==> config.mk <==
export PLATFORM = sky130hd
export DESIGN_NAME = line_buffer_3row
export DESIGN_NICKNAME = d
export VERILOG_FILES = /design/src/rtl/conv_pkg.sv /design/src/rtl/line_mem.sv /design/src/rtl/line_buffer_3row.sv
export SDC_FILE = /design/constraint.sdc
export NUM_CORES = 2
export LEC_CHECK = 0
export BUFFER_PORTS_ARGS = -buffer_cell sky130_fd_sc_hd__buf_2
export CAP_MARGIN = 10
export CORE_MARGIN = 4
export CORE_UTILIZATION = 30
export CTS_CLUSTER_DIAMETER = 30
export DETAILED_ROUTE_END_ITERATION = 10
export GPL_TIMING_DRIVEN = 0
export SLEW_MARGIN = 15
export SYNTH_ARGS = -nofsm -noshare
export SYNTH_HDL_FRONTEND = slang
export SYNTH_HIERARCHICAL = 1
export SYNTH_SLANG_ARGS = --single-unit
==> constraint.sdc <==
create_clock -name clk -period 16.4 [get_ports clk]
set_clock_uncertainty 0.2 [all_clocks]
set_input_delay 3.28 -clock clk [delete_from_list [all_inputs] [get_ports clk]]
set_output_delay 3.28 -clock clk [all_outputs]
set_load 0.01 [all_outputs]
==> src/rtl/conv_pkg.sv <==
// Constants and types shared by the line buffer and the 3x3 convolution array.
package conv_pkg;

  localparam int DATA_WIDTH = 8;
  localparam int IMG_WIDTH  = 224;
  localparam int IMG_HEIGHT = 224;

  // 1: column packed as {row r-2, row r-1, row r} with row r-2 in the MSBs
  localparam bit TOP_MSB = 1'b1;

  typedef enum logic [1:0] {
    FILL   = 2'd0,
    STREAM = 2'd1,
    FLUSH  = 2'd2
  } state_e;

endpackage

==> src/rtl/line_mem.sv <==
// One image row of pixel storage: combinational read, synchronous write, no reset.
module line_mem #(
  parameter int DATA_WIDTH = 8,
  parameter int DEPTH      = 224,
  parameter int AW         = $clog2(DEPTH)
) (
  input  logic                  clk,
  input  logic                  we,
  input  logic [AW-1:0]         addr,
  input  logic [DATA_WIDTH-1:0] wdata,
  output logic [DATA_WIDTH-1:0] rdata
);

  logic [DATA_WIDTH-1:0] mem_r [DEPTH];

  assign rdata = mem_r[addr];

  // row storage write port
  always_ff @(posedge clk) begin
    if (we) begin
      mem_r[addr] <= wdata;
    end
  end

endmodule

==> src/rtl/line_buffer_3row.sv <==
// Two-row line buffer turning a raster pixel stream into vertical 3-pixel columns
// for the convolution array.
module line_buffer_3row #(
  parameter int DATA_WIDTH = conv_pkg::DATA_WIDTH,
  parameter int IMG_WIDTH  = conv_pkg::IMG_WIDTH,
  parameter int IMG_HEIGHT = conv_pkg::IMG_HEIGHT,
  localparam int XW        = $clog2(IMG_WIDTH),
  localparam int YW        = $clog2(IMG_HEIGHT)
) (
  input  logic                    clk,
  input  logic                    rst,
  input  logic                    pix_valid,
  input  logic                    pix_sof,
  input  logic [DATA_WIDTH-1:0]   pix_data,
  output logic                    col_valid,
  output logic [3*DATA_WIDTH-1:0] col_data,
  output logic [XW-1:0]           col_x,
  output logic                    frame_done,
  output logic                    sof_err
);
  import conv_pkg::*;

  localparam logic [XW-1:0] X_ZERO = {XW{1'b0}};
  localparam logic [XW-1:0] X_ONE  = {{(XW-1){1'b0}}, 1'b1};
  localparam logic [XW-1:0] X_LAST = XW'(IMG_WIDTH - 32'd1);
  localparam logic [YW-1:0] Y_ZERO = {YW{1'b0}};
  localparam logic [YW-1:0] Y_ONE  = {{(YW-1){1'b0}}, 1'b1};
  localparam logic [YW-1:0] Y_LAST = YW'(IMG_HEIGHT - 32'd1);

  state_e                  state_r, state_nxt_s;
  logic [XW-1:0]           x_cnt_r, x_nxt_s, addr_s;
  logic [YW-1:0]           y_cnt_r, y_nxt_s;
  logic                    last_x_s, last_y_s, sof_bad_s, emit_s;
  logic [DATA_WIDTH-1:0]   l0_rd_s, l1_rd_s;
  logic [3*DATA_WIDTH-1:0] col_pack_s;
  logic                    col_valid_r, frame_done_r, sof_err_r;
  logic [3*DATA_WIDTH-1:0] col_data_r;
  logic [XW-1:0]           col_x_r;

  assign last_x_s  = (x_cnt_r == X_LAST);
  assign last_y_s  = (y_cnt_r == Y_LAST);
  assign sof_bad_s = pix_valid & pix_sof & ((x_cnt_r != X_ZERO) | (y_cnt_r != Y_ZERO));
  // a misplaced sof restarts the frame, so its pixel lands in column 0
  assign addr_s    = sof_bad_s ? X_ZERO : x_cnt_r;
  assign emit_s    = pix_valid & (state_r == STREAM) & ~sof_bad_s;
  assign col_pack_s = TOP_MSB ? {l0_rd_s, l1_rd_s, pix_data} : {pix_data, l1_rd_s, l0_rd_s};

  line_mem #(.DATA_WIDTH(DATA_WIDTH), .DEPTH(IMG_WIDTH), .AW(XW)) u_l0 (
    .clk(clk), .we(pix_valid), .addr(addr_s), .wdata(l1_rd_s), .rdata(l0_rd_s)
  );

  line_mem #(.DATA_WIDTH(DATA_WIDTH), .DEPTH(IMG_WIDTH), .AW(XW)) u_l1 (
    .clk(clk), .we(pix_valid), .addr(addr_s), .wdata(pix_data), .rdata(l1_rd_s)
  );

  // raster position of the next pixel
  always_comb begin
    x_nxt_s = x_cnt_r;
    y_nxt_s = y_cnt_r;
    if (sof_bad_s) begin
      x_nxt_s = X_ONE;
      y_nxt_s = Y_ZERO;
    end else if (pix_valid) begin
      if (last_x_s) begin
        x_nxt_s = X_ZERO;
        if (last_y_s) begin
          y_nxt_s = Y_ZERO;
        end else begin
          y_nxt_s = y_cnt_r + Y_ONE;
        end
      end else begin
        x_nxt_s = x_cnt_r + X_ONE;
      end
    end else begin
      x_nxt_s = x_cnt_r;
    end
  end

  // frame phase: fill two rows, stream columns, one flush cycle
  always_comb begin
    state_nxt_s = state_r;
    if (sof_bad_s) begin
      state_nxt_s = FILL;
    end else begin
      case (state_r)
        FILL: begin
          if (pix_valid && last_x_s && (y_cnt_r == Y_ONE)) begin
            state_nxt_s = STREAM;
          end else begin
            state_nxt_s = FILL;
          end
        end
        STREAM: begin
          if (pix_valid && last_x_s && last_y_s) begin
            state_nxt_s = FLUSH;
          end else begin
            state_nxt_s = STREAM;
          end
        end
        FLUSH:   state_nxt_s = FILL;
        default: state_nxt_s = FILL;
      endcase
    end
  end

  // state, counters and registered outputs
  always_ff @(posedge clk or posedge rst) begin
    if (rst) begin
      state_r      <= FILL;
      x_cnt_r      <= X_ZERO;
      y_cnt_r      <= Y_ZERO;
      col_valid_r  <= 1'b0;
      col_data_r   <= {(3*DATA_WIDTH){1'b0}};
      col_x_r      <= X_ZERO;
      frame_done_r <= 1'b0;
      sof_err_r    <= 1'b0;
    end else begin
      state_r      <= state_nxt_s;
      x_cnt_r      <= x_nxt_s;
      y_cnt_r      <= y_nxt_s;
      col_valid_r  <= emit_s;
      frame_done_r <= (state_r == FLUSH);
      sof_err_r    <= sof_bad_s;
      if (emit_s) begin
        col_data_r <= col_pack_s;
        col_x_r    <= x_cnt_r;
      end
    end
  end

  assign col_valid  = col_valid_r;
  assign col_data   = col_data_r;
  assign col_x      = col_x_r;
  assign frame_done = frame_done_r;
  assign sof_err    = sof_err_r;

endmodule

# Word-level counts from Yosys, hierarchy flattened
# Memory sizes are Yosys's and may differ from the RTL's. A register that Yosys moved wholly into a read port is not among the register bits.
# Cells that the tools add are included.
# classes
n_addsub	2
mul	0
div	0
order_cmp	0
n_eq_ne	5
shifts	0
n_mux	14
n_bitwise	6
reduce_logical	9
# ops
operator	count
$mux W8	8
$add A8 B1 Y8 const B	2
$eq A8 B8 Y1 const B	2
$reduce_bool A8 Y1	2
$eq A8 B1 Y1 const B	1
$and A1 B1 Y1	4
$mux W2	2
$pmux W2 S2	1
$reduce_bool A2 Y1	2
$logic_and A1 B1 Y1	3
$mux W1	3
$eq A2 B1 Y1 const B	1
$eq A2 B2 Y1 const B	1
$logic_not A2 Y1	1
$reduce_and A2 Y1	1
$not A1 Y1	1
$or A1 B1 Y1	1
# word_totals
register_bits	53
latchBits	0
mem_bits_rw	3584
romBits	0
inputBits	12
out_inout_bits	35
elab_cells	46
mem_count	2
# memory_table
name	words	width	read_ports	rd_ports_with_merged_regs	write_ports	line_no	text
u_l0.mem_r	224	8	1	1	1	line_mem.sv:14	logic [DATA_WIDTH-1:0] mem_r [DEPTH];
u_l1.mem_r	224	8	1	0	1	line_mem.sv:14	

# Longest topological paths before layout
# depth
depth_word	6
mapped_depth	19
mapped_depth_nobuf	14

# By module
# Netlist, hierarchy kept.
# modules_own_cells
module	n_inst	cells_per_inst	area_each_um2	seq_area_each_um2
line_mem	2	3114	68952.4	53811.6
line_buffer_3row	1	191	2373.5	1326.3

# Worst setup path after synthesis
# No wires, ideal clock.
# synth_timing
kind	input to register
from	input port pix_valid
to	memory u_l0.mem_r[0][3], data pin
setup_ps	2002
arrival_time_ps	14774
t_required_ps	14198
path_slack_ps	-576
path_stages	13
path_buffers	5
cell_sequence	buf_2 nand3_1 inv_2 buf_1 nor2_1 buf_2 buf_2 nand3b_1 clkbuf_1 o22ai_1 nor4_1 a311oi_1 o311ai_1
# synth_between
elab_chain_len	4
# synth_lines
element	line_no	text
from (decl)	line_buffer_3row.sv:12	input logic pix_valid,
$and A1 B1 Y1 (2 in a row)	line_buffer_3row.sv:42	assign sof_bad_s = pix_valid & pix_sof & ((x_cnt_r != X_ZERO) | (y_cnt_r != Y_ZERO));
via sof_bad_s	line_buffer_3row.sv:33	logic last_x_s, last_y_s, sof_bad_s, emit_s;
$mux W8	line_buffer_3row.sv:44	assign addr_s = sof_bad_s ? X_ZERO : x_cnt_r;
via addr_s[1]	line_buffer_3row.sv:31	logic [XW-1:0] x_cnt_r, x_nxt_s, addr_s;
$mem_v2 Z224 W8	--	
via l1_rd_s[3]	line_buffer_3row.sv:34	logic [DATA_WIDTH-1:0] l0_rd_s, l1_rd_s;
to (decl)	line_mem.sv:14	
# The timed path passes the listed nets, and every way through them passes these cells.

# Worst setup path in the final report
# layout_timing
from	input port pix_valid
to	memory u_l0.mem_r[173][0], data pin
# Same word-level chain as after synthesis.

==> out/metrics.yaml <==
min-delay-start: "state_r[1]"
overflow: 0
cts_buffer_depth: 4
drc: 19
crit_buf_inv: 9
final_cells: 13712
routedWlPerCell_um: 30.9
leakage_nw: 52.1
ir_worst_vdd_v: 0.000164
drive_gt1_frac: 0.294
portBuffers: 46
violations: "design-rule violations"
synth_top_cells_by_count: "edfxtp_1, mux4_2, nor2_1"
ys_warn_count: 6
fin_crit_sh: 0.635
synthArstFlopShare: 0.0146
ys_ff_latch: 3637
cp-start-kind: "primary input"
hold_violations: 0
fin_crit_ps: 10410
worst_pin_slew_ps: 1420
yosysTopAreaCell: "edfxtp_1"
p_per_area_mw_per_mm2: 184
place_hpwl_um: 284000
hp-class: "flip-flop to flip-flop"
cts_tree: "built"
ctsHoldBuffers: 0
status: "complete, but fails checks"
finalNetCount: 7117
yosys-top-cells-area: "edfxtp_1, mux4_2, nor2_1"
synth_mux_area_frac: 0.156
setup_tns_ps: 0
fmax_mhz: 96.1
yosysSeqAreaShare: 0.777
io_pins: 47
grt_setup_unrepaired: "no"
cp.required_ps: 16760
crit_type: "primary input to flip-flop"
core.rowCount: 250
relSlewSlack: 0.0515
cp_slowest_stage_delay_ps: 950
cp-end-kind: "flip-flop"
antenna_found_initial: 28
drt-total-wl_um: 424000
place_congestion: 0.922
r2r-start: "x_cnt_r[0]"
clock_sinks: 3637
via_per_inst: 5.43
hold_depth: 1
fp.dieW_um: 692
vias: 74507
finalSetupViolCount: 0
avgSynthCellArea_um2: 21.9
path_common_cell: "buf_2"
synth_compound_area_frac: 0.0260
netlist_instances: 6419
slew_violations: 0
grt_pass1_vias: 74767
rr_endpoint: "u_l0/mem_r[173][0]"
mappedNetlistArea_mm2: 0.140
synth_top_flop_cell: "edfxtp_1"
grtUsageTotal: 0.172
ctsHtreeMaxLevel: 6
rr_worst_depth: 19
crit_path_top_delay_cell: "clkbuf_1"
worst_hold_slack_ps: 284
reg2reg_slack_ps: 7810
synth_top_family_by_area: "multiplexers"
cts_buffers: 531
ys_types: 66
die_area_mm2: 0.479
synth_simple_gate_area_share: 0.0266
yosys.area_share.adder: 0.000446
power_mw: 31.1
clkTransAtPathRegs_ps: 50
crit_fanout: 72
ant_nets: 0
die_y_um: 692
synth_edf_count: 3584
drtIter0Drc: 10950
grt_max_degree: 134
start_util: 0.302
cts_setup_buffers: 0
maxCapViolCount: 0
worst_ep_arrival_time_ps: 10770
synth_xor_area_frac: 0.000437
holdPathEnd: "state_r[1]"
core-area_mm2: 0.465
synth.most_common_cell: "edfxtp_1"
dr.pass1.iters: 11
syn_nets: 6436
area_growth_pct: 20.1
dp_cells: 12741
synth_top_area_share: 0.767
ctsResizeCount: 0
worstSkewPairLatency_ps: 950
cts-root-buf: "clkbuf_16"
crit_chain: "buf_2 > buf_2 > nand3_1 > inv_2 > buf_1 > nor2_2 > buf_2 > buf_2 > clkbuf_1 > mux4_2 > a22oi_1 > a21boi_0 > nor4_1 > o22ai_1 > a41o_4 > buf_12 > buf_16"
cp_top_family: "buffers and inverters"
grt_pass1_wl_um: 587000
## per-layer routing
layer	track usage	share of wire	vias to the layer above	wire length (um)
li1	-	-	28711	-
met4	0.0737	0.047	18	20100
met1	0.222	0.37	40008	157000
met5	0	0.00032	-	137
met3	0.0517	0.12	1079	49800
met2	0.270	0.46	4691	197000
## power breakdown
part | total, mW | switching [mW] | internal [mW]
Combinational | 7.65 | 5.30 | 2.35
Clock | 11.4 | 4.33 | 7.10
Sequential | 12.0 | 0.0255 | 12.0
## cells in the final DEF (no fill, tap or decap), types with 22 or more instances in the layout
cell        netlist  final
clkinvlp_4        0     49
o221ai_1         24     24
buf_2           106    150
clkbuf_16         0    542
o31ai_1          24     24
a21oi_1          40     40
mux2i_1          90     90
nor2b_1          22     22
nand2_1         134    134
nand3_1          82     64
o22a_1           24     24
inv_6             0     70
mux4_2          918    918
nor3_2            0     24
dfrtp_1          53     53
bufinv_16         0     59
buf_16            0     32
buf_8             0     33
nor2_1          465    459
a211oi_1         37     37
clkbuf_1        174    206
o22ai_1         147    147
buf_6            22     43
clkinv_1          2     49
a22oi_1          80     80
buf_4            43     60
clkbuf_2          0     22
edfxtp_1       3584   3584
clkinv_4          0     38
clkinv_2          0     53
## worst reg2reg max path, stage by stage (launching register included)
cell and delay [ps]:
dfrtp_1 450, inv_1 120, ha_1 140, nor4bb_1 250, nand4_1 180, nand3_1 320, inv_2 180, buf_1 310
nor2_2 650, buf_2 470, buf_2 450, clkbuf_1 960, mux4_2 460, a22oi_1 300, a21boi_0 280, nor4_1 940
o22ai_1 350, a41o_4 500, buf_12 340, buf_16 230
## logic make-up after synthesis
kind of cell	count (synthesis)
flip-flops	3637
multiplexers	1040
AND/OR/NAND/NOR	848
AO/OA/AOI/OAI	501
buffers and inverters	381
XOR/XNOR	7
adder cells (fa/ha/maj)	5
## stage by stage
stage | utilization | cell area [um^2] | setup slack [ps]
after CTS | 0.362 | 168000 | 6260
final | 0.362 | 168000 | 5990
after global placement | 0.319 | 148000 | -6630
after floorplan | - | 140000 | 4230
after detailed placement | 0.324 | 150000 | 5250
after global routing | 0.362 | 168000 | 6060
## layout make-up
type / instances / area (um^2)
Antenna cell: 15 / 37.5
Buffer: 370 / 1880
Clock buffer: 595 / 13800
Clock inverter: 361 / 4200
Fill cell: 42183 / 296000
Inverter: 11 / 43.8
Multi-Input combinational cell: 2401 / 29800
Sequential cell: 3637 / 109000
Tap cell: 6174 / 7720
Timing Repair Buffer: 148 / 2070
## registers in the layout, summed over array words and instances (netlist names)
register / cells
col_data: 24
col_valid: 1
col_x: 8
frame_done: 1
sof_err: 1
state_r: 2
u_l0/mem_r: 1792
u_l1/mem_r: 1792
x_cnt_r: 8
y_cnt_r: 8
## worst max path at each step
| stage | cells past startpoint | slack [ps] | start | endpoint |
|---|---|---|---|---|
| after floorplan | 13 | 4230 | pix_valid | u_l0/mem_r[0][3] |
| after global placement | 14 | -6630 | pix_valid | u_l0/mem_r[26][2] |
| after detailed placement | 16 | 5250 | pix_valid | u_l0/mem_r[173][0] |
| after CTS | 16 | 6260 | pix_valid | u_l0/mem_r[173][0] |
| after global routing | 16 | 6060 | pix_valid | u_l0/mem_r[172][0] |
| final | 17 | 5990 | pix_valid | u_l0/mem_r[173][0] |
(Power assumes the default switching activity.)
